### src/rtl/axi_ic_pkg.sv
// Shared definitions for the AXI interconnect response path.
// Contents:
//   ARB_FIXED / ARB_RR : arbitration mode encodings for ARB_MODE.
//   W_MID_DEF          : default width of the master-ID field.
//   mid_field()        : extracts the MID field sitting just above the
//                        transaction-ID bits of a slave-side ID.
package axi_ic_pkg;

    localparam logic ARB_FIXED = 1'b0;
    localparam logic ARB_RR    = 1'b1;

    localparam int W_MID_DEF = 2;

    function automatic logic [7:0] mid_field(input logic [63:0] sid,
                                             input int          w_id,
                                             input int          w_mid);
        logic [63:0] mask;
        mask = (64'd1 << w_mid) - 64'd1;
        return 8'((sid >> w_id) & mask);
    endfunction

endpackage

### src/rtl/axi_s2m_router_n_if.sv
// Master-facing B and R response channels of the slave-to-master router.
//   slave  : router view (drives responses, receives ready).
//   master : AXI master view (receives responses, drives ready).
interface axi_s2m_router_n_if #(
    parameter int W_ID   = 4,
    parameter int W_SID  = 8,
    parameter int W_DATA = 32
);
    logic [W_ID-1:0]   M_BID;
    logic [1:0]        M_BRESP;
    logic              M_BVALID;
    logic              M_BREADY;
    logic [W_SID-1:0]  M_RSID;
    logic [W_DATA-1:0] M_RDATA;
    logic [1:0]        M_RRESP;
    logic              M_RLAST;
    logic              M_RVALID;
    logic              M_RREADY;

    modport slave (
        output M_BID, M_BRESP, M_BVALID,
        input  M_BREADY,
        output M_RSID, M_RDATA, M_RRESP, M_RLAST, M_RVALID,
        input  M_RREADY
    );

    modport master (
        input  M_BID, M_BRESP, M_BVALID,
        output M_BREADY,
        input  M_RSID, M_RDATA, M_RRESP, M_RLAST, M_RVALID,
        output M_RREADY
    );
endinterface

### src/rtl/axi_rr_lock_arb.sv
// Fixed-priority / round-robin arbiter with optional burst lock.
// Ports:
//   clk, rst  : clock, synchronous active-high reset
//   mode      : ARB_FIXED (lowest index wins) or ARB_RR (first at/above ptr)
//   req       : eligible requests used while unlocked
//   hold_req  : requests of the locked source, ignoring eligibility
//   accept    : a beat from the granted source was taken this cycle
//   last      : the accepted beat ends the burst (LOCK=1 only)
//   grant     : one-hot grant, zero when nothing is requested
//
// lock state | meaning
// -----------+--------------------------------------------------
// unlocked   | grant follows req, mode and ptr every cycle
// locked     | grant pinned to held source until its last beat
module axi_rr_lock_arb
    import axi_ic_pkg::*;
#(
    parameter int N    = 4,
    parameter bit LOCK = 1'b0
) (
    input  logic         clk,
    input  logic         rst,
    input  logic         mode,
    input  logic [N-1:0] req,
    input  logic [N-1:0] hold_req,
    input  logic         accept,
    input  logic         last,
    output logic [N-1:0] grant
);
    localparam int W_IDX = (N > 1) ? $clog2(N) : 1;

    logic [W_IDX-1:0] ptr;
    logic [W_IDX-1:0] held;
    logic             locked;
    logic [W_IDX-1:0] idx;
    logic [W_IDX-1:0] g_idx;

    always_comb begin
        grant = '0;
        g_idx = '0;
        idx   = '0;
        if (locked) begin
            if (hold_req[held]) begin
                grant[held] = 1'b1;
                g_idx       = held;
            end
        end else begin
            // Scan from the far end so the nearest requester overwrites last.
            for (int i = N - 1; i >= 0; i--) begin
                case (mode)
                    ARB_FIXED: idx = W_IDX'(i);
                    ARB_RR:    idx = W_IDX'((int'(ptr) + i) % N);
                    default:   idx = W_IDX'(i);
                endcase
                if (req[idx]) begin
                    grant      = '0;
                    grant[idx] = 1'b1;
                    g_idx      = idx;
                end
            end
        end
    end

    always_ff @(posedge clk) begin
        if (rst) begin
            ptr    <= '0;
            held   <= '0;
            locked <= 1'b0;
        end else if (accept) begin
            if (!LOCK || last) begin
                locked <= 1'b0;
                ptr    <= W_IDX'((int'(g_idx) + 1) % N);
            end else if (!locked) begin
                locked <= 1'b1;
                held   <= g_idx;
            end
        end
    end

endmodule

### src/rtl/axi_s2m_router_n.sv
// Slave-to-master response router for one master port. Collects B and R
// beats from NUM_S slaves plus the default slave (index NUM_S), keeps those
// whose MID field matches M_MID, arbitrates per channel and presents each
// channel through a 2-entry skid buffer with registered outputs.
// Ports:
//   AXI_CLK, AXI_RST : clock, synchronous active-high reset
//   M_MID            : this master's ID
//   ARB_MODE         : 0 fixed priority, 1 round-robin
//   R_ORDER_MASK     : per-slave R eligibility (default slave always eligible)
//   m                : master-facing B/R channels
//   S_B*, S_R*       : flattened slave-side channels, slave k in slice k
module axi_s2m_router_n
    import axi_ic_pkg::*;
#(
    parameter int NUM_S  = 3,
    parameter int W_CID  = 4,
    parameter int W_ID   = 4,
    parameter int W_MID  = W_MID_DEF,
    parameter int W_DATA = 32,
    parameter int W_SID  = W_CID + W_ID
) (
    input  logic                          AXI_CLK,
    input  logic                          AXI_RST,
    input  logic [W_MID-1:0]              M_MID,
    input  logic                          ARB_MODE,
    input  logic [NUM_S-1:0]              R_ORDER_MASK,
    axi_s2m_router_n_if.slave             m,
    input  logic [(NUM_S+1)*W_SID-1:0]    S_BID,
    input  logic [(NUM_S+1)*2-1:0]        S_BRESP,
    input  logic [NUM_S:0]                S_BVALID,
    output logic [NUM_S:0]                S_BREADY,
    input  logic [(NUM_S+1)*W_SID-1:0]    S_RID,
    input  logic [(NUM_S+1)*W_DATA-1:0]   S_RDATA,
    input  logic [(NUM_S+1)*2-1:0]        S_RRESP,
    input  logic [NUM_S:0]                S_RLAST,
    input  logic [NUM_S:0]                S_RVALID,
    output logic [NUM_S:0]                S_RREADY
);
    localparam int N     = NUM_S + 1;
    localparam int W_BPL = W_ID + 2;
    localparam int W_RPL = W_SID + W_DATA + 3;

    logic [N-1:0]     bmid_ok, rmid_ok, breq, rreq_raw, rreq, bgrant, rgrant;
    logic [W_BPL-1:0] b_in, b_mem0, b_mem1;
    logic [W_RPL-1:0] r_in, r_mem0, r_mem1;
    logic [1:0]       bcount, rcount;
    logic             b_push, b_pop, r_push, r_pop;

    always_comb begin
        bmid_ok = '0;
        rmid_ok = '0;
        b_in    = '0;
        r_in    = '0;
        for (int k = 0; k < N; k++) begin
            bmid_ok[k] = mid_field(64'(S_BID[k*W_SID +: W_SID]), W_ID, W_MID) == 8'(M_MID);
            rmid_ok[k] = mid_field(64'(S_RID[k*W_SID +: W_SID]), W_ID, W_MID) == 8'(M_MID);
            if (bgrant[k])
                b_in = {S_BID[k*W_SID +: W_ID], S_BRESP[k*2 +: 2]};
            if (rgrant[k])
                r_in = {S_RID[k*W_SID +: W_SID], S_RDATA[k*W_DATA +: W_DATA],
                        S_RRESP[k*2 +: 2], S_RLAST[k]};
        end
    end

    assign breq     = S_BVALID & bmid_ok;
    assign rreq_raw = S_RVALID & rmid_ok;
    assign rreq     = rreq_raw & {1'b1, R_ORDER_MASK};

    axi_rr_lock_arb #(.N(N), .LOCK(1'b0)) u_b_arb (
        .clk(AXI_CLK), .rst(AXI_RST), .mode(ARB_MODE), .req(breq),
        .hold_req(breq), .accept(b_push), .last(1'b1), .grant(bgrant)
    );

    axi_rr_lock_arb #(.N(N), .LOCK(1'b1)) u_r_arb (
        .clk(AXI_CLK), .rst(AXI_RST), .mode(ARB_MODE), .req(rreq),
        .hold_req(rreq_raw), .accept(r_push), .last(r_in[0]), .grant(rgrant)
    );

    // Ready depends only on registered count, never on M_xREADY.
    assign S_BREADY = bgrant & {N{(bcount != 2'd2) && !AXI_RST}};
    assign S_RREADY = rgrant & {N{(rcount != 2'd2) && !AXI_RST}};
    assign b_push   = |(S_BREADY & S_BVALID);
    assign r_push   = |(S_RREADY & S_RVALID);
    assign b_pop    = (bcount != 2'd0) && m.M_BREADY;
    assign r_pop    = (rcount != 2'd0) && m.M_RREADY;

    // Shift-style skid buffers: mem0 is always the head, so outputs come
    // straight from flops. Push together with pop only happens at count 1.
    always_ff @(posedge AXI_CLK) begin
        if (AXI_RST) begin
            bcount <= '0;
            b_mem0 <= '0;
            b_mem1 <= '0;
        end else begin
            case ({b_push, b_pop})
                2'b10: begin
                    if (bcount == 2'd0) b_mem0 <= b_in;
                    else                b_mem1 <= b_in;
                    bcount <= bcount + 2'd1;
                end
                2'b01: begin
                    b_mem0 <= b_mem1;
                    bcount <= bcount - 2'd1;
                end
                2'b11:   b_mem0 <= b_in;
                default: ;
            endcase
        end
    end

    always_ff @(posedge AXI_CLK) begin
        if (AXI_RST) begin
            rcount <= '0;
            r_mem0 <= '0;
            r_mem1 <= '0;
        end else begin
            case ({r_push, r_pop})
                2'b10: begin
                    if (rcount == 2'd0) r_mem0 <= r_in;
                    else                r_mem1 <= r_in;
                    rcount <= rcount + 2'd1;
                end
                2'b01: begin
                    r_mem0 <= r_mem1;
                    rcount <= rcount - 2'd1;
                end
                2'b11:   r_mem0 <= r_in;
                default: ;
            endcase
        end
    end

    assign m.M_BID    = b_mem0[W_BPL-1:2];
    assign m.M_BRESP  = b_mem0[1:0];
    assign m.M_BVALID = (bcount != 2'd0);
    assign {m.M_RSID, m.M_RDATA, m.M_RRESP, m.M_RLAST} = r_mem0;
    assign m.M_RVALID = (rcount != 2'd0);

endmodule

### src/flat_wrapper.sv
// flat-port wrapper written by rule: the top's interface ports become plain ports
module axi_s2m_router_n_flat import axi_ic_pkg::*;
#(
    parameter int NUM_S  = 3,
    parameter int W_CID  = 4,
    parameter int W_ID   = 4,
    parameter int W_MID  = W_MID_DEF,
    parameter int W_DATA = 32,
    parameter int W_SID  = W_CID + W_ID
)
  (AXI_CLK, AXI_RST, M_MID, ARB_MODE, R_ORDER_MASK, S_BID, S_BRESP, S_BVALID, S_BREADY, S_RID, S_RDATA, S_RRESP, S_RLAST, S_RVALID, S_RREADY, m_M_BID, m_M_BRESP, m_M_BVALID, m_M_BREADY, m_M_RSID, m_M_RDATA, m_M_RRESP, m_M_RLAST, m_M_RVALID, m_M_RREADY);
  axi_s2m_router_n_if #(.W_ID(W_ID), .W_SID(W_SID), .W_DATA(W_DATA)) m_i ();
  input  logic AXI_CLK;
  input  logic AXI_RST;
  input  logic [W_MID-1:0] M_MID;
  input  logic ARB_MODE;
  input  logic [NUM_S-1:0] R_ORDER_MASK;
  input  logic [(NUM_S+1)*W_SID-1:0] S_BID;
  input  logic [(NUM_S+1)*2-1:0] S_BRESP;
  input  logic [NUM_S:0] S_BVALID;
  output logic [NUM_S:0] S_BREADY;
  input  logic [(NUM_S+1)*W_SID-1:0] S_RID;
  input  logic [(NUM_S+1)*W_DATA-1:0] S_RDATA;
  input  logic [(NUM_S+1)*2-1:0] S_RRESP;
  input  logic [NUM_S:0] S_RLAST;
  input  logic [NUM_S:0] S_RVALID;
  output logic [NUM_S:0] S_RREADY;
  output wire logic [$bits(m_i.M_BID)-1:0] m_M_BID;
  output wire logic [$bits(m_i.M_BRESP)-1:0] m_M_BRESP;
  output wire logic [$bits(m_i.M_BVALID)-1:0] m_M_BVALID;
  input wire logic [$bits(m_i.M_BREADY)-1:0] m_M_BREADY;
  output wire logic [$bits(m_i.M_RSID)-1:0] m_M_RSID;
  output wire logic [$bits(m_i.M_RDATA)-1:0] m_M_RDATA;
  output wire logic [$bits(m_i.M_RRESP)-1:0] m_M_RRESP;
  output wire logic [$bits(m_i.M_RLAST)-1:0] m_M_RLAST;
  output wire logic [$bits(m_i.M_RVALID)-1:0] m_M_RVALID;
  input wire logic [$bits(m_i.M_RREADY)-1:0] m_M_RREADY;
  assign m_M_BID = m_i.M_BID;
  assign m_M_BRESP = m_i.M_BRESP;
  assign m_M_BVALID = m_i.M_BVALID;
  assign m_i.M_BREADY = m_M_BREADY;
  assign m_M_RSID = m_i.M_RSID;
  assign m_M_RDATA = m_i.M_RDATA;
  assign m_M_RRESP = m_i.M_RRESP;
  assign m_M_RLAST = m_i.M_RLAST;
  assign m_M_RVALID = m_i.M_RVALID;
  assign m_i.M_RREADY = m_M_RREADY;
  axi_s2m_router_n #(.NUM_S(NUM_S), .W_CID(W_CID), .W_ID(W_ID), .W_MID(W_MID), .W_DATA(W_DATA), .W_SID(W_SID)) u_core (.AXI_CLK(AXI_CLK), .AXI_RST(AXI_RST), .M_MID(M_MID), .ARB_MODE(ARB_MODE), .R_ORDER_MASK(R_ORDER_MASK), .m(m_i), .S_BID(S_BID), .S_BRESP(S_BRESP), .S_BVALID(S_BVALID), .S_BREADY(S_BREADY), .S_RID(S_RID), .S_RDATA(S_RDATA), .S_RRESP(S_RRESP), .S_RLAST(S_RLAST), .S_RVALID(S_RVALID), .S_RREADY(S_RREADY));
endmodule
### config.mk
export PLATFORM = sky130hd
export DESIGN_NAME = axi_s2m_router_n_flat
export DESIGN_NICKNAME = d
export VERILOG_FILES = /design/src/rtl/axi_ic_pkg.sv /design/src/rtl/axi_s2m_router_n_if.sv /design/src/rtl/axi_rr_lock_arb.sv /design/src/rtl/axi_s2m_router_n.sv /design/src/flat_wrapper.sv
export SDC_FILE = /design/constraint.sdc
export NUM_CORES = 1
export LEC_CHECK = 0
export BUFFER_PORTS_ARGS = -buffer_cell sky130_fd_sc_hd__buf_4
export CAP_MARGIN = 40
export CORE_MARGIN = 3
export CORE_UTILIZATION = 35
export CTS_CLUSTER_DIAMETER = 60
export CTS_CLUSTER_SIZE = 30
export DETAILED_ROUTE_END_ITERATION = 7
export GPL_ROUTABILITY_DRIVEN = 0
export PLACE_DENSITY = 0.62
export SYNTH_ARGS = -nofsm -noshare
export SYNTH_HDL_FRONTEND = slang
export SYNTH_SLANG_ARGS = --single-unit
### constraint.sdc
create_clock -name AXI_CLK -period 4.7 [get_ports AXI_CLK]
set_input_delay 0.235 -clock AXI_CLK [delete_from_list [all_inputs] [get_ports AXI_CLK]]
set_output_delay 0.235 -clock AXI_CLK [all_outputs]
set_load 0.03 [all_outputs]
* After elaboration in Yosys (flattened, before gate mapping) *
Index checks and enable logic that the tools add are counted.

operators by class
  bitwise operators = 12
  shift-type cells = 0
  multiplexer cells = 83
  multipliers = 0
  equal/unequal tests = 18
  add/sub/neg operators = 12
  reductions and logical operators = 30
  div/mod/pow operators = 0
  $lt $le $gt $ge = 18

operator list
  cell                                                               number
  two-way mux 43 bit                                                 5
  case mux 43 bit (3 select lines)                                   1
  two-way mux 4 bit                                                  10
  case mux 2 bit (2 select lines)                                    10
  two-way mux 6 bit                                                  5
  AND 4 bit                                                          7
  two-way mux 2 bit                                                  14
  less-than comparator 2 x 3 -> 1 bit, second input constant         9
  two-way mux 1 bit                                                  19
  binary-select mux 1 bit (select 2 bit)                             9
  demux 1 bit (select 2 bit)                                         9
  greater-or-equal comparator 2 x 1 -> 1 bit, second input constant  9
  case mux 6 bit (3 select lines)                                    1
  == test 2 bit                                                      8
  logical AND 1 bit                                                  13
  adder 2 x 1 -> 2 bit, second input constant                        6
  AND reduction 2 bit                                                5
  adder 2 bit, second input constant                                 4
  == test 2 bit, second input constant                               4
  nonzero test 2 bit                                                 4
  OR reduction 4 bit                                                 2
  nonzero test 3 bit                                                 2
  inverter 1 bit                                                     5
  == test 2 x 1 -> 1 bit, second input constant                      2
  other kinds (6)                                                    10

word-level totals
  flip-flop bits (word level) = 109
  memory bits (writable) = 0
  memories = 0
  word-level logic and storage cells = 183
  latch bits = 0
  bits of input ports = 230
  output and inout port bits = 59
  bits in read-only memories = 0

* Logic depth before layout (Yosys ltp) *
  depth after elaboration = 18
  gate-level depth with buffers = 18
  mapped depth without buffers = 14

* Cells and area by module *
A second synthesis with hierarchy kept.

second synthesis, totals
  cell total of the unflattened synthesis = 1004
  area, all modules = 7865.0 µm²

modules (own cells, without submodules)
  module                            seq. area each (µm²)  area an instance (µm²)  cells an instance  instances
  axi_s2m_router_n                  2042.0                6570.1                  809                1
  axi_rr_lock_arb (u_core.u_r_arb)  100.1                 792.0                   111                1
  axi_rr_lock_arb (u_core.u_b_arb)  40.0                  503.0                   84                 1

* Worst setup path after synthesis *
Ideal clock, no wire load.

  path kind = input port to flip-flop
  start = in M_MID[1]
  end = reg u_core.r_mem0[10]
  library setup time = 0.117 ns
  slack = 1.046 ns
  data arrival time = 3.536 ns
  path buffers = 5
  stages = 16
  data required time = 4.583 ns
  cells stage by stage = buf_4 xnor2_2 and3_1 buf_2 a2bb2oi_1 o21a_2 o41ai_4 nor4_1 or2_1 buf_2 ha_1 clkbuf_1 nor3_1 clkbuf_1 nand2_1 a32o_1

between the ends
  longest elaborated chain between the ends = 16
  elaborated cells on any way between the ends = 37
  those cells by class = eq/ne (8); mux (22); bitwise (4); reduce/logical (3)

RTL lines
  what                                                                                             RTL line                                        text
  start, declared                                                                                  flat_wrapper.sv:15                              input logic [W_MID-1:0] M_MID;
  == test 2 bit                                                                                    axi_s2m_router_n.sv:56                          rmid_ok[k] = mid_field(64'(S_RID[k*W_SID +: W_SID]), W_ID, W_MID) == 8'(M_MID);
  AND 4 bit (*)                                                                                    axi_s2m_router_n.sv:66                          assign rreq_raw = S_RVALID & rmid_ok;
  AND 4 bit                                                                                        axi_s2m_router_n.sv:67                          assign rreq = rreq_raw & {1'b1, R_ORDER_MASK};
  binary-select mux 1 bit (select 2 bit)                                                           axi_rr_lock_arb.sv:55                           if (req[idx]) begin
  two-way mux 1 bit (implied by the code)                                                          axi_rr_lock_arb.sv:55
  two-way mux 4 bit (4 in a row)                                                                   axi_rr_lock_arb.sv:55
  two-way mux 4 bit (*)                                                                            axi_rr_lock_arb.sv:42                           if (locked) begin
  AND 4 bit / two-way mux 43 bit (equally long branches)                                           axi_s2m_router_n.sv:81, axi_s2m_router_n.sv:59
  AND 4 bit / two-way mux 43 bit (equally long branches)                                           axi_s2m_router_n.sv:83, axi_s2m_router_n.sv:59
  OR reduction 4 bit / two-way mux 43 bit (equally long branches)                                  axi_s2m_router_n.sv:83, axi_s2m_router_n.sv:59
  == test 2 bit, or another cell as far along                                                      axi_s2m_router_n.sv:117                         case ({r_push, r_pop})
  != test 2 x 1 -> 1 bit (no source line), or another cell as far along                            --
  AND reduction 2 bit (no source line) / case mux 43 bit (3 select lines) (equally long branches)  --
  end signal, assigned                                                                             axi_s2m_router_n.sv:119                         if (rcount == 2'd0) r_mem0 <= r_in;
  end signal, assigned                                                                             axi_s2m_router_n.sv:124                         r_mem0 <= r_mem1;
  end signal, assigned                                                                             axi_s2m_router_n.sv:127                         2'b11: r_mem0 <= r_in;
  end, declared                                                                                    axi_s2m_router_n.sv:45                          logic [W_RPL-1:0] r_in, r_mem0, r_mem1;

Mark *: on every way between the ends. The rest lies on a longest branch, timed or not. The select of a mux whose other input is x is not followed.
A chain may end at the register's enable or synchronous reset.

* Worst setup path after layout *
  start = reg u_core.u_b_arb.ptr[1]
  end = reg u_core.b_mem0[3]

between the ends
  longest elaborated chain between the ends = 16
  elaborated cells on any way between the ends = 54
  those cells by class = add/sub (3); order compare (8); eq/ne (4); mux (30); bitwise (2); reduce/logical (7)

RTL lines
  what                                                                                                                            RTL line                 text
  start, declared                                                                                                                 axi_rr_lock_arb.sv:32    logic [W_IDX-1:0] ptr;
  start signal, assigned                                                                                                          axi_rr_lock_arb.sv:72    ptr <= W_IDX'((int'(g_idx) + 1) % N);
  adder 2 bit                                                                                                                     axi_rr_lock_arb.sv:52    ARB_RR: idx = W_IDX'((int'(ptr) + i) % N);
  case mux 2 bit (2 select lines)                                                                                                 axi_rr_lock_arb.sv:50    case (mode)
  less-than comparator 2 x 3 -> 1 bit (implied by the code) / greater-or-equal comparator 2 x 1 -> 1 bit (equally long branches)  axi_rr_lock_arb.sv:57    grant[idx] = 1'b1;
  logical AND 1 bit (implied by the code)                                                                                         axi_rr_lock_arb.sv:57
  two-way mux 1 bit (implied by the code)                                                                                         axi_rr_lock_arb.sv:57
  demux 1 bit (select 2 bit)                                                                                                      axi_rr_lock_arb.sv:57
  two-way mux 4 bit (3 in a row)                                                                                                  axi_rr_lock_arb.sv:55
  two-way mux 4 bit (*)                                                                                                           axi_rr_lock_arb.sv:55
  AND 4 bit (*)                                                                                                                   axi_s2m_router_n.sv:80   assign S_BREADY = bgrant & {N{(bcount != 2'd2) && !AXI_RST}};
  AND 4 bit (*)                                                                                                                   axi_s2m_router_n.sv:82   assign b_push = |(S_BREADY & S_BVALID);
  OR reduction 4 bit (*)                                                                                                          axi_s2m_router_n.sv:82
  net u_core.b_push                                                                                                               axi_s2m_router_n.sv:47   logic b_push, b_pop, r_push, r_pop;
  == test 2 bit / == test 2 x 1 -> 1 bit (equally long branches)                                                                  axi_s2m_router_n.sv:95   case ({b_push, b_pop})
  != test 2 x 1 -> 1 bit (no source line) / nonzero test 3 bit (equally long branches)                                            --
  AND reduction 2 bit (no source line)                                                                                            --
  end signal, assigned                                                                                                            axi_s2m_router_n.sv:97   if (bcount == 2'd0) b_mem0 <= b_in;
  end signal, assigned                                                                                                            axi_s2m_router_n.sv:102  b_mem0 <= b_mem1;
  end signal, assigned                                                                                                            axi_s2m_router_n.sv:105  2'b11: b_mem0 <= b_in;
  end, declared                                                                                                                   axi_s2m_router_n.sv:44   logic [W_BPL-1:0] b_in, b_mem0, b_mem1;

Mark *: on every way through the listed nets, which the timed path passes. The rest lies on a longest branch. The select of a mux whose other input is x is not followed.

==> metrics.md <==
| Metric | Value |
|---|---|
| Worst hold path class | input port to flop |
| Met1 usage | 29.3% |
| CP required | 4.94 ns |
| Reg clk slew, reported paths | 0.08 ns |
| Routed vias/inst | 5.63 |
| Post-route setup TNS | 0 ns |
| Initial Util | 35.8% |
| Port Buf Inserts | 280 |
| Crit path max-delay cell type | dfxtp_1 |
| Router iterations before antenna repair | 5 |
| Total Die Area | 0.0225 sq mm |
| Post-synthesis async set-or-reset flop share | 0% |
| Number of warning messages in the yosys log | 0 |
| GR peak layer | met2 |
| Synth area leaders | dfxtp_1, nand2_1, o221a_2 |
| Cell Pwr Density | 367 mW/mm^2 |
| Fin crit share | 85.9% |
| Worst-Margin Slew | 0.781 ns |
| Commonest cells after routing, fill and taps aside | buf_4, nand2_1, dfxtp_1 |
| Commonest non-fill, non-tap cell in the layout | buf_4 |
| Iter 0 DRT Violations | 557 |
| Design Power | 3.61 mW |
| Ys flop type | dfxtp_1 |
| Largest net degree at the start of global routing | 87 |
| Final Setup Violations | 0 |
| Total gr overflow | 0 |
| Syn nets | 1199 |
| GR Layer Usage met3 | 5.78% |
| Sequential fraction of design power | 32.8% |
| Post-synth top area cell | dfxtp_1 |
| Unrepaired setup endpoints after global routing | no |
| Antenna cells | 0 |
| Clock power share | 22.3% |
| Die height | 150 um |
| Shortest period the worst path allows | 4.04 ns |
| Final hold slack | 0.242 ns |
| Seq/Total Area, Yosys | 30.1% |
| Library cells used by synthesis | 71 |
| Vias in the first global route | 7652 |
| Dpl ws | 0.775 ns |
| Post-synth EDFFs | 0 |
| Root Buffer | clkbuf_16 |
| Max H-tree Level | 3 |
| Total track usage | 22.4% |
| Placement Cell Area | 0.00953 sq mm |
| Psw | 1.45 mW |
| Internal power | 2.16 mW |
| I/O Pins | 289 |
| Share of cells above drive strength 1 | 32.2% |
| Post_cts resized | 0 |
| P&R area growth vs syn | 35.5% |
| Nets@finish | 1413 |
| Dpl hpwl | 18100 um |
| DRT antenna net count | 0 |
| Final Cell Area | 0.00983 sq mm |
| Clk buf depth | 2 |
| CP Cell Sequence | o21ai_0, a211oi_1, a41o_1, or2_1, o31a_1, inv_1, ha_1, or3_1, o211ai_1, a21oi_1 |
| DRC | 0 |
| Crit path DAT | 4.27 ns |
| Core ar. | 0.0203 sq mm |
| Mapped Area | 0.00726 sq mm |
| Leakage | 4.07 nW |
| Fmax achieved | 248 MHz |
| WS Path Type | flop to flop |
| CP Launch Type | flop |
| Initial antenna violation count | 1 |
| Crit path largest cell delay | 0.72 ns |
| Routed wire length | 26200 um |
| Site row count | 52 |
| Slew Viols, Final | 0 |
| Routed WL per cell | 18.0 um |
| Post-CTS Hold Buffers | 0 |
| Switch share | 40.3% |
| Status | completed |
| Comb pwr share | 44.9% |
| Mean post-synth cell area | 7.52 sq um |
| Relative max-transition margin | 47.7% |
| Clk_lat worst skew | 0.36 ns |
| MaxCap Viol Count | 0 |
| Clock Skew | 0.0105 ns |
| Vias | 8183 |
| Die Wd | 150 um |
| Final Non-Filler Cells | 1454 |
| Critical path peak fanout | 20 |
| Cells after Synth | 965 |
| Peak supply drop | 0.000227 V |
| CTS sink cnt | 109 |
| Hold Violations, Final | 0 |
| Setup bufs post-CTS | 0 |
| Setup ws final | 0.664 ns |
| CTS buffer count | 9 |
| Post-Route Utilization | 48.4% |
| Fill count | 2077 |
| Flops & latches, synth | 109 |
| First-pass GRT wire length | 40900 um |
| Share of the synthesized area in the top cell type | 30.1% |
| M2 GR Usage | 37.0% |
| TritonCTS clock tree | built |
| Placed cells | 1438 |
| Critical Path End Type | flop |
worst paths after layout:
| path | startpoint | end | slack (ns) | cells after the start |
|---|---|---|---|---|
| worst min-delay path | AXI_RST | u_core.bcount[0]$_SDFFE_PP0P_ | 0.24 | 2 |
| worst max-delay path | u_core.u_b_arb.ptr[1]$_SDFFE_PP0P_ | u_core.b_mem0[3]$_SDFFE_PP0P_ | 0.66 | 10 |
| worst max register to register | u_core.u_b_arb.ptr[1]$_SDFFE_PP0P_ | u_core.b_mem0[3]$_SDFFE_PP0P_ | 0.66 | 10 |
| worst min register to register | u_core.r_mem0[35]$_SDFFE_PP0P_ | u_core.r_mem0[35]$_SDFFE_PP0P_ | 0.47 | 1 |
worst max-delay path: cells and delay by family, from the launching register on:
kind / cells / cell delay, ns
AOI/OAI and AO/OA: 6 / 1.94
adders and majority gates: 1 / 0.43
DFF: 1 / 0.72
and+or+nand+nor: 2 / 0.77
buffers and inverters: 1 / 0.06
state kept, by name, summed over array words and instances (netlist names):
name	cells
u_core.rcount	2
u_core.r_mem1	43
u_core.u_r_arb.held	2
u_core.bcount	2
u_core.r_mem0	43
u_core.u_b_arb.ptr	2
u_core.u_r_arb.ptr	2
u_core.b_mem1	6
u_core.u_r_arb.locked	1
u_core.b_mem0	6
layout make-up:
class / count / area (sq um) / area share [%]
multi-input combinational: 749 / 4700 / 47.8
timing repair buffer: 296 / 2260 / 23.0
sequential: 109 / 2180 / 22.2
tap: 270 / 338 / 3.44
clock buffer: 9 / 225 / 2.29
clock inverter: 7 / 80.1 / 0.814
inverter: 14 / 52.6 / 0.534
power groups by stage:
| stage | logic, mW | registers [mW] | clock network (mW) |
|---|---|---|---|
| after detailed placement | 1.63 | 1.20 | 0 |
| after global placement | 1.62 | 1.20 | 0 |
| after CTS | 1.63 | 1.18 | 0.833 |
| final | 1.62 | 1.18 | 0.806 |
| after floorplan | 0.881 | 1.35 | 0 |
| after global routing | 1.77 | 1.20 | 0.861 |
cells in the mapped netlist, types with 4 or more instances:
| library cell | number |
|---|---|
| o21ai_0 | 62 |
| a221o_1 | 8 |
| ha_1 | 4 |
| a31oi_1 | 7 |
| nand3_1 | 14 |
| xnor2_1 | 16 |
| mux2i_1 | 5 |
| a32o_1 | 42 |
| o211ai_1 | 9 |
| buf_1 | 4 |
| nand2b_1 | 12 |
| and3_1 | 8 |
| nor2_1 | 70 |
| nor3_1 | 4 |
| a22oi_1 | 43 |
| a21oi_1 | 69 |
| dfxtp_1 | 109 |
| nand4_1 | 4 |
| o221a_2 | 47 |
| buf_2 | 12 |
| a22o_1 | 8 |
| a211oi_1 | 5 |
| nand2_1 | 190 |
| clkbuf_1 | 75 |
| o31ai_1 | 7 |
| o22ai_1 | 43 |
| nor2b_1 | 8 |
| and2_1 | 7 |
| inv_1 | 12 |
cells by family after synthesis:
family,synth area share [%]
buffers and inverters,5.90
muxes,1.00
and+or+nand+nor,19.7
xor gates and xnor gates,2.62
AOI/OAI and AO/OA,40.1
DFF,30.1
adders and majority gates,0.690
layer usage:
layer	vias up	routed length (um)
met2	283	12400
met5	-	7
met1	3809	11200
met4	2	425
li1	4063	-
met3	26	2180
Note: power is estimated with default switching activity, not from simulation.
